## src/rtl/bip_control.sv

```systemverilog
// BIP processor control unit: fetch/decode FSM driving datapath selects and data-memory strobes.
// Optional cycle counter enabled with `define BIP_CLK_COUNT_EN; otherwise o_clk_count is tied to 0.
//
// state  | meaning
// FETCH  | PC presented to program memory
// DECODE | instruction word latched into IR; HLT diverts to HALT
// EXEC   | data-memory read issued for LD/ADD/SUB
// WB     | accumulator / memory write strobes, PC advances
// HALT   | parked until reset
module bip_control #(
    parameter int NB_INSTRUCTION = 16,
    parameter int NB_OPCODE      = 5,
    parameter int NB_OPERAND     = 11,
    parameter int NB_PC          = 11,
    parameter int NB_DATA_ADDR   = 10,
    parameter int NB_SEL_A       = 2,
    parameter int NB_CLK_COUNT   = 32
) (
    input  logic                      i_clock,
    input  logic                      i_reset_n,
    input  logic                      i_enable,
    input  logic [NB_INSTRUCTION-1:0] i_instruction,
    output logic [NB_PC-1:0]          o_pc_addr,
    output logic [NB_DATA_ADDR-1:0]   o_data_addr,
    output logic                      o_rd_mem,
    output logic                      o_wr_mem,
    output logic [NB_OPERAND-1:0]     o_operand,
    output logic [NB_SEL_A-1:0]       o_sel_a,
    output logic                      o_sel_b,
    output logic                      o_op_code,
    output logic                      o_wr_acc,
    output logic                      o_halted,
    output logic [NB_CLK_COUNT-1:0]   o_clk_count
);

    localparam logic [2:0] ST_FETCH  = 3'd0;
    localparam logic [2:0] ST_DECODE = 3'd1;
    localparam logic [2:0] ST_EXEC   = 3'd2;
    localparam logic [2:0] ST_WB     = 3'd3;
    localparam logic [2:0] ST_HALT   = 3'd4;

    localparam logic [NB_OPCODE-1:0] OP_HLT  = 5'b00000;
    localparam logic [NB_OPCODE-1:0] OP_STO  = 5'b00001;
    localparam logic [NB_OPCODE-1:0] OP_LD   = 5'b00010;
    localparam logic [NB_OPCODE-1:0] OP_LDI  = 5'b00011;
    localparam logic [NB_OPCODE-1:0] OP_ADD  = 5'b00100;
    localparam logic [NB_OPCODE-1:0] OP_ADDI = 5'b00101;
    localparam logic [NB_OPCODE-1:0] OP_SUB  = 5'b00110;
    localparam logic [NB_OPCODE-1:0] OP_SUBI = 5'b00111;

    localparam logic [NB_SEL_A-1:0] SEL_A_MEM = 2'b00;
    localparam logic [NB_SEL_A-1:0] SEL_A_IMM = 2'b01;
    localparam logic [NB_SEL_A-1:0] SEL_A_ALU = 2'b10;

    logic [2:0]                state_q, state_d;
    logic [NB_PC-1:0]          pc_q, pc_d;
    logic [NB_INSTRUCTION-1:0] ir_q, ir_d;
    logic [NB_OPCODE-1:0]      ir_opcode;
    logic [NB_OPCODE-1:0]      fetch_opcode;

    assign ir_opcode    = ir_q[NB_INSTRUCTION-1 -: NB_OPCODE];
    assign fetch_opcode = i_instruction[NB_INSTRUCTION-1 -: NB_OPCODE];

    always_comb begin
        state_d = state_q;
        pc_d    = pc_q;
        ir_d    = ir_q;
        if (i_enable) begin
            case (state_q)
                ST_FETCH: state_d = ST_DECODE;
                ST_DECODE: begin
                    ir_d    = i_instruction;
                    state_d = (fetch_opcode == OP_HLT) ? ST_HALT : ST_EXEC;
                end
                ST_EXEC: state_d = ST_WB;
                ST_WB: begin
                    pc_d    = pc_q + NB_PC'(1);
                    state_d = ST_FETCH;
                end
                ST_HALT: state_d = ST_HALT;
                default: state_d = ST_FETCH;
            endcase
        end
    end

    always_ff @(posedge i_clock or negedge i_reset_n) begin
        if (!i_reset_n) begin
            state_q <= ST_FETCH;
            pc_q    <= '0;
            ir_q    <= '0;
        end else begin
            state_q <= state_d;
            pc_q    <= pc_d;
            ir_q    <= ir_d;
        end
    end

    // Strobes are pure decodes of state and IR, so an async reset kills them immediately.
    always_comb begin
        o_rd_mem  = 1'b0;
        o_wr_mem  = 1'b0;
        o_wr_acc  = 1'b0;
        o_sel_a   = SEL_A_MEM;
        o_sel_b   = 1'b0;
        o_op_code = 1'b0;
        case (state_q)
            ST_EXEC: begin
                if (ir_opcode == OP_LD || ir_opcode == OP_ADD || ir_opcode == OP_SUB)
                    o_rd_mem = i_enable;
            end
            ST_WB: begin
                case (ir_opcode)
                    OP_STO: o_wr_mem = i_enable;
                    OP_LD: begin
                        o_wr_acc = i_enable;
                        o_sel_a  = SEL_A_MEM;
                    end
                    OP_LDI: begin
                        o_wr_acc = i_enable;
                        o_sel_a  = SEL_A_IMM;
                    end
                    OP_ADD, OP_ADDI, OP_SUB, OP_SUBI: begin
                        o_wr_acc  = i_enable;
                        o_sel_a   = SEL_A_ALU;
                        o_sel_b   = ir_opcode[0];
                        o_op_code = (ir_opcode == OP_ADD || ir_opcode == OP_ADDI);
                    end
                    default: ;
                endcase
            end
            default: ;
        endcase
    end

    assign o_pc_addr   = pc_q;
    assign o_data_addr = ir_q[NB_DATA_ADDR-1:0];
    assign o_operand   = ir_q[NB_OPERAND-1:0];
    assign o_halted    = (state_q == ST_HALT);

`ifdef BIP_CLK_COUNT_EN
    logic [NB_CLK_COUNT-1:0] clk_count_q, clk_count_d;

    always_comb begin
        clk_count_d = clk_count_q;
        if (i_enable && state_q != ST_HALT && clk_count_q != '1)
            clk_count_d = clk_count_q + NB_CLK_COUNT'(1);
    end

    always_ff @(posedge i_clock or negedge i_reset_n) begin
        if (!i_reset_n)
            clk_count_q <= '0;
        else
            clk_count_q <= clk_count_d;
    end

    assign o_clk_count = clk_count_q;
`else
    assign o_clk_count = '0;
`endif

endmodule
```

## config.mk

```make
export PLATFORM = sky130hd
export DESIGN_NAME = bip_control
export DESIGN_NICKNAME = d
export VERILOG_FILES = /design/src/rtl/bip_control.sv
export SDC_FILE = /design/constraint.sdc
export NUM_CORES = 1
export LEC_CHECK = 0
export ABC_CLOCK_PERIOD_IN_PS = 1600
export CORE_MARGIN = 8
export CORE_UTILIZATION = 36
export CTS_CLUSTER_DIAMETER = 50
export DETAILED_ROUTE_END_ITERATION = 7
export PLACE_DENSITY_LB_ADDON = 0.08
export SLEW_MARGIN = 20
export SYNTH_ARGS = -nofsm -noshare
export SYNTH_HDL_FRONTEND = slang
export SYNTH_SLANG_ARGS = --single-unit
export TNS_END_PERCENT = 100
```

## constraint.sdc

```tcl
create_clock -name i_clock -period 1.6 [get_ports i_clock]
set_input_delay 0.32 -clock i_clock [delete_from_list [all_inputs] [get_ports i_clock]]
set_output_delay 0.32 -clock i_clock [all_outputs]
set_load 0.02 [all_outputs]
```

==> results, run 1 <==
- The number of cell rows is 25.
- The accumulated negative setup slack is -0.532 ns.
- The cell count after placement is 278.
- The worst vdd rail ir drop is 0.745 mV.
- The routed length on met1 is 1770 µm.
- The average instance in the mapped netlist occupies 11.2 µm².
- The post-route netlist has 30.5% of its cells at a drive strength greater than 1.
- The number of vias per cell after detailed routing is 4.16.
- The sequential share of the synthesized area is 41.5%.
- The worst setup path is captured at an output pin.
- TritonCTS built the clock tree.
- The number of buffers inserted by hold repair at cts is 0.
- The number of hold violations in the final report was 0.
- The width of the die is 86.9 µm.
- The highest layer touched by signal routing is met4.
- For this run, design rule violations remaining after detail routing come to 0.
- Synthesis produced 161 cells.
- The start of the worst register-to-register path is state_q[1]$_DFFE_PN0P_.
- The most frequent standard cell in the layout excluding fill and tap cells is sky130_fd_sc_hd__conb_1.
- In the global route stage, overall resource usage came out at 11.9%.
- The number of top-level pins is 91.
- The synthesized netlist devotes 2.35% of its cell area to compound gates.
- The required time reported for the critical path endpoint is 1.28 ns.
- The residual overflow from global routing is 0.
- The netlist uses 33 different library cells.
- The full die area is 7550 µm².
- The later-pin clock latency in the skew report is 0.28 ns.
- The count of cell instances traversed by the critical path is 4.
- The count of nets left with antenna violations after detail routing is 0.
- The congestion estimate from routability-driven global placement came to 0.759.
- Setup repair after global routing could not meet its margin everywhere.
- No sink is reached through more buffers than the 2 on the longest clock path.
- The final layout contains routed wiring with a total length of 4430 µm.
- Entering global routing, the biggest net connects 31 pins.
- Grouping stages by cell kind, the critical path spends the most delay in simple AND/OR/NAND/NOR gates.
- Static timing analysis puts the maximum clock frequency at 584 MHz.
- The routed via count is 1219.
- The post-synthesis simple-gate area fraction is 13.0%.
- The adder-cell share of the synthesized area is 0.692%.
- The final-layout fill cell count is 449.
- The category of the worst setup path launch point is a register.
- The first global-routing pass estimated 7000 µm of wire.
- The master of the slowest instance on the critical path is sky130_fd_sc_hd__dfrtp_1.
- The checks that failed: setup timing.
- The H-tree level count is 2.
- The wire length on met3 is 367 µm.
- Across all hold checks on the routed design, the worst slack comes to 0.432 ns.
- The synthesized area is 1810 µm².
- The pre-antenna-repair detailed-routing pass consisted of 4 iterations.
- The number of global-route vias before repair is 1333.
- The worst setup path is of the register to output pin kind.
- The post-route clock skew is 0.00527 ns.
- The critical path starts at state_q[2]$_DFFE_PN0P_.
- Power spread over the standard cell area amounts to 1710 nW/µm².
- The library cells used most frequently in the layout, excluding fill and tap cells, are sky130_fd_sc_hd__conb_1, sky130_fd_sc_hd__dfrtp_1, sky130_fd_sc_hd__dlygate4sd2_1, sky130_fd_sc_hd__buf_4, sky130_fd_sc_hd__clkdlybuf4s50_1.
- The number of slew-limit violations in the final report is 0.
- The root cell of the clock tree is sky130_fd_sc_hd__clkbuf_8.
- The predominant post-synthesis flop cell is sky130_fd_sc_hd__dfrtp_1.
- The leakage power figure is 1.35 nW.
- The initial antenna violation count is 0.
- The final count of negative-setup-slack endpoints is 7.
- In this run the worst path has a maximum fanout of 6.
- The count of clock tree sinks is 30.
- The fraction of synthesis flops using an asynchronous set or reset pin is 100%.
- The share of the clock period used by the worst path is 107%.
- After detailed routing, the average wire length per cell comes to 15.1 µm.
- The combinational family with the most area after synthesis is buffers and inverters.
- The count of buffers from port buffering is 58.
- The layout-stage area growth over the synthesis result is 41.9%.
- Counting flops with a built-in enable in the synthesized netlist gives 0.
- The number of cells on the worst reg-to-reg path is 6.
- For the worst setup path, the data arrival time is 1.39 ns.
- 0 antenna diodes ended up in the layout.
- The fraction of synthesized cell area in xor and xnor cells is 4.84%.
- The number of maximum-capacitance violations is 0.
- The register bit count reported by yosys is 30.
- The delay of the slowest cell on the worst path is 0.42 ns.
- The floorplan core area is 4790 µm².
- Counting both buffers and inverters, the worst setup path holds a total of 1.
- The signal on the critical path passes through and3b_2, and3_4, nor2b_4, buf_6.
- The final worst setup slack is -0.113 ns.
- The run finished, with violations left.
- The number of clock buffers added by TritonCTS is 5.
- Before CTS, the worst setup slack after placement is -0.606 ns.
- The first routing iteration left 31 violations.
- Measured against the total synthesized area, the mux share comes to 12.5%.
- Clock-pin slew was measured on the worst setup and hold paths at 0.06 ns.
- The finished layout holds 293 standard cells, fillers aside.
- For this configuration, the core starts out at a cell density of 37.8%.
- Power comes to 4.39 mW.
- Detailed placement ended at an HPWL of 3260 µm.
- The met2 wire length is 2250 µm.
- The path class of the tightest hold or removal check is input pin to async pin.
- The minimum period implied by the final worst setup slack is 1.71 ns.
- The warning count from the yosys run is 0.
- The die span in y is 86.9 µm.
- The count of nets after finishing is 245.
-- routing by layer --
metal | track usage [%] | vias to the layer above
met3 | 5.09 | 4
li1 | - | 588
met1 | 13.2 | 576
met5 | 0 | -
met4 | 3.29 | 0
met2 | 20.1 | 51
-- logic make-up (layout without fill, tap and decap cells) --
family | after synthesis | after routing
compound gates | 6 | 6
xor+xnor | 10 | 10
fa+ha+maj | 1 | 1
buf+inv | 60 | 94
flops | 30 | 30
mux | 17 | 17
other cells | 1 | 32
simple gates | 36 | 36
-- final timing paths --
kind / to / slack, ns
hold / removal: ir_q[7]$_DFFE_PN0P_ / 0.43
setup reg to reg: ir_q[4]$_DFFE_PN0P_ / 0
max in group asynchronous: ir_q[14]$_DFFE_PN0P_ / 0.86
hold reg to reg: o_pc_addr[10]$_DFFE_PN0P_ / 0.47
min in group i_clock: o_pc_addr[10]$_DFFE_PN0P_ / 0.47
setup / recovery: o_op_code / -0.11
-- layout make-up --
type / count / area, µm² / area share, %
clock buffer: 7 / 76.3 / 2.98
inverter: 3 / 13.8 / 0.537
sequential: 30 / 752 / 29.3
tap: 67 / 83.8 / 3.27
multi-input combinational: 102 / 803 / 31.3
timing repair buffer: 83 / 806 / 31.4
clock inverter: 1 / 30.0 / 1.17
-- flip-flops by register name, summed over array words and instances (netlist names) --
register	count
state_q	3
o_pc_addr	11
ir_q	16
-- repair_timing --
action                                  CTS  global route
endpoints found under the setup margin   44            34
setup buffers                             5             1
pin swaps                                 7             3
gates resized for setup                  87            15
gates cloned                              1             0
-- power breakdown --
part,switching (mW),internal (mW),total (mW)
clock network,0.270,0.465,0.736
logic,1.11,1.23,2.34
registers,0.267,1.04,1.31
total,1.65,2.74,4.39
-- metrics by stage --
step	utilization, %	cell area [µm²]
6_report	53.6	2560
5_1_grt	53.6	2560
4_1_cts	52.7	2520
3_5_place_dp	48.2	2310
3_3_place_gp	48.2	2310
2_1_floorplan	-	1930
-- cells in the mapped netlist (all sizes together) (2+ instances only) --
cell type  instances  area (µm²)
and3               2        12.5
buf               57         437
dfrtp             30         751
inv                3        13.8
mux2              17         225
nand2              7        26.3
nand3              2        10.0
nand3b             2        15.0
nand4              3        18.8
nor2               3        11.3
nor3               3        15.0
nor3b              2        15.0
nor4               4        25.0
nor4b              2        32.5
o21ai              3        15.0
xnor2              5        43.8
xor2               5        43.8
No activity file was read; power rests on OpenSTA's default activity.
==> run 2: changes to the inputs <==
SETUP_SLACK_MARGIN = 0.3   (was default)
==> run 2 against run 1 <==
Net effect: setup slack worse by 0.049 ns; sequential power about the same; critical path type unchanged; the run still ends with setup timing left; core utilization up 3.8 points; first-iteration DRC count down 42%; routed wire length up 2.8%; sequential share of layout area down 1.9 points; via count up 7.1%; worst hold slack worse by 0.016 ns.
==> results, run 2 (same netlist as run 1, synthesis figures left out) <==
- The number of vias per cell after detailed routing is 4.27.
- For this block, the initial DRC count from the detailed router was 18.
- Walking the worst path, the cells encountered are nor2_2, buf_4, and3_4, nor2b_4, buf_6.
- Before CTS, the worst setup slack after placement is -0.594 ns.
- The residual overflow from global routing is 0.
- The count of buffers from port buffering is 58.
- The maximum number of pins on one net before global-route repair is 31.
- The number of buffers inserted by hold repair at cts is 0.
- The power density of the placed cells is 1690 nW/µm².
- The cell count after placement is 282.
- The average routed wire per standard cell is 14.9 µm.
- The floorplan step set the die height to 86.9 µm.
- The hold path depth is 2.
- Measured in cells, the most critical reg-to-reg path has a length of 5.
- In this run the core area contains 25 standard-cell rows.
- The later pin in the worst-skew pair is clocked with a latency of 0.28 ns.
- The critical path in this run is classified as register to output pin.
- Overall power consumption after layout is estimated at 4.64 mW.
- The initial core utilization is 37.8%.
- The placed wire-length estimate is 3290 µm.
- Clock skew on the completed layout was measured at 0.00500 ns.
- The worst setup path is captured at an output pin.
- The share of the clock period used by the worst path is 110%.
- The register with the most flip-flops in the layout has 16 of them.
- The number of hold violations in the final report is 0.
- The tree is rooted in a sky130_fd_sc_hd__clkbuf_8.
- The global routing's busiest layer is met2.
- The final layout contains routed wiring with a total length of 4550 µm.
- The worst hold path terminates at ir_q[14]$_DFFE_PN0P_.
- Subtracting the final worst setup slack from the clock period gives 1.76 ns.
- In this run the count of I/O pins placed on the die edge is 91.
- The library cells used most frequently in the layout, excluding fill and tap cells, are sky130_fd_sc_hd__conb_1, sky130_fd_sc_hd__buf_4, sky130_fd_sc_hd__dfrtp_1, sky130_fd_sc_hd__clkdlybuf4s15_2, sky130_fd_sc_hd__mux2_4.
- STA classifies the critical path startpoint as a register.
- Leaving out fill and tap cells, the most frequent cell in the layout is sky130_fd_sc_hd__conb_1.
- Setup violations remaining at the end of the flow were counted as 12.
- The slowest stage of the critical path is the sky130_fd_sc_hd__dfrtp_2 cell.
- The number of diodes added for antenna fixing is 0.
- The number of buffers and inverters on the critical path is 2.
- The initial antenna violation count is 0.
- The final instance area is 2750 µm².
- The tool flagged a number of max-cap violations equal to 0.
- In the routed design, unresolved DRC markers number 0.
- In this run the critical register-to-register path is captured at ir_q[2]$_DFFE_PN0P_.
- The accumulated negative setup slack is -0.894 ns.
- The clock transition at the registers of the reported paths is 0.07 ns.
- Setup repair after global routing could not meet its margin everywhere.
- Counting every sink on the clock net gives 30.
- The die is 86.9 µm wide.
- Across every metal layer, demand over resource in global routing totals 12.2%.
- The pre-antenna-repair detailed-routing pass consisted of 4 iterations.
- The global-route wire length before repair is 7200 µm.
- The number of global-route vias before repair is 1495.
- The highest clock rate is 567 MHz.
- At the end of routability-driven placement, the weighted congestion stood at 0.798.
- The required time reported for the critical path endpoint is 1.28 ns.
- The count of nets left with antenna violations once routing finished came out at 0.
- The worst min-delay path startpoint is i_instruction[14].
- Ranked by flip-flop count, first place goes to ir_q.
- The TritonCTS clock tree is done.
- The worst vdd rail ir drop is 0.817 mV.
- The die covers 7550 µm².
- The start of the worst register-to-register path is state_q[2]$_DFFE_PN0P_.
- Global routing used 14.2% of the available met1 tracks.
- In this run the cell area measured after placement is 2380 µm².
- On the worst path, the slowest cell contributes a delay of 0.44 ns.
- Measured on the finished design, the core utilization comes to 57.4%.
- The flow ran to the end, but the final reports show violations.
- The count of nets after finishing is 258.
- In this run the register-to-register setup slack is 0 ns.
- In this run the worst hold path is classified as input pin to register.
- The arrival time at the worst endpoint is 1.44 ns.
- The maximum number of buffers from clock root to sink is 2.
- The gate family responsible for the most delay along the worst path is simple AND/OR/NAND/NOR gates.
- The floorplan core area is 4790 µm².
- Global routing consumed, on the met2 layer, 20.6% of the routing resources.
- Relative to the synthesized area, the layout overhead comes to 52.0%.
- The worst hold-check slack is 0.415 ns.
- The final worst setup slack is -0.163 ns.
- The number of standard cells in the layout, taps in and fillers out is 306.
- The number of slew-limit violations in the final report is 0.
- In this run the static leakage power is 1.38 nW.
- Along the worst path, the maximum fanout reaches 3.
- For this run, global-route usage on met3 was measured as 4.15%.
- Across all layers, the routed design uses 1306 vias.
- The final reports fail on setup timing.
- The fraction of layout instances using a drive strength above 1 is 53.6%.
- The H-tree level count is 2.
- The CTS buffer count is 5.
-- run 2: cell type report --
cell class                      instances  area (µm²)
Sequential cell                        30         754
Fill cell                             419        2040
Multi-Input combinational cell        102         905
Tap cell                               67        83.8
Inverter                                3        13.8
Clock buffer                            8         110
Timing Repair Buffer                   96         882
-- run 2: worst max path at each step --
stage,slack (ns),cells past startpoint,endpoint,from
finish,-0.16,5,o_op_code,ir_q[14]$_DFFE_PN0P_
global route,-0.23,4,o_op_code,state_q[2]$_DFFE_PN0P_
CTS,-0.16,4,o_op_code,state_q[2]$_DFFE_PN0P_
detailed placement,-0.59,5,o_rd_mem,i_enable
global placement,-0.61,5,o_rd_mem,i_enable
floorplan,0.03,3,ir_q[10]$_DFFE_PN0P_,state_q[2]$_DFFE_PN0P_
-- run 2: report_power, final --
group,internal (mW),switching (mW)
combinational,1.41,1.22
sequential,1.05,0.254
clock,0.434,0.286
total,2.89,1.76
-- run 2: timing repair --
item / 4_1_cts / 5_1_grt
cloned: 1 / 0
endpoints found under the hold margin: 0 / 0
resized for setup: 177 / 17
pin swaps: 18 / 8
setup endpoints to repair: 66 / 46
setup buffers: 9 / 6
-- run 2: per-layer routing --
layer / up-vias / part of all wire, %
li1: 614 / -
met1: 624 / 43
met2: 60 / 48
met3: 8 / 7.2
met4: 0 / 1.4
met5: - / 0
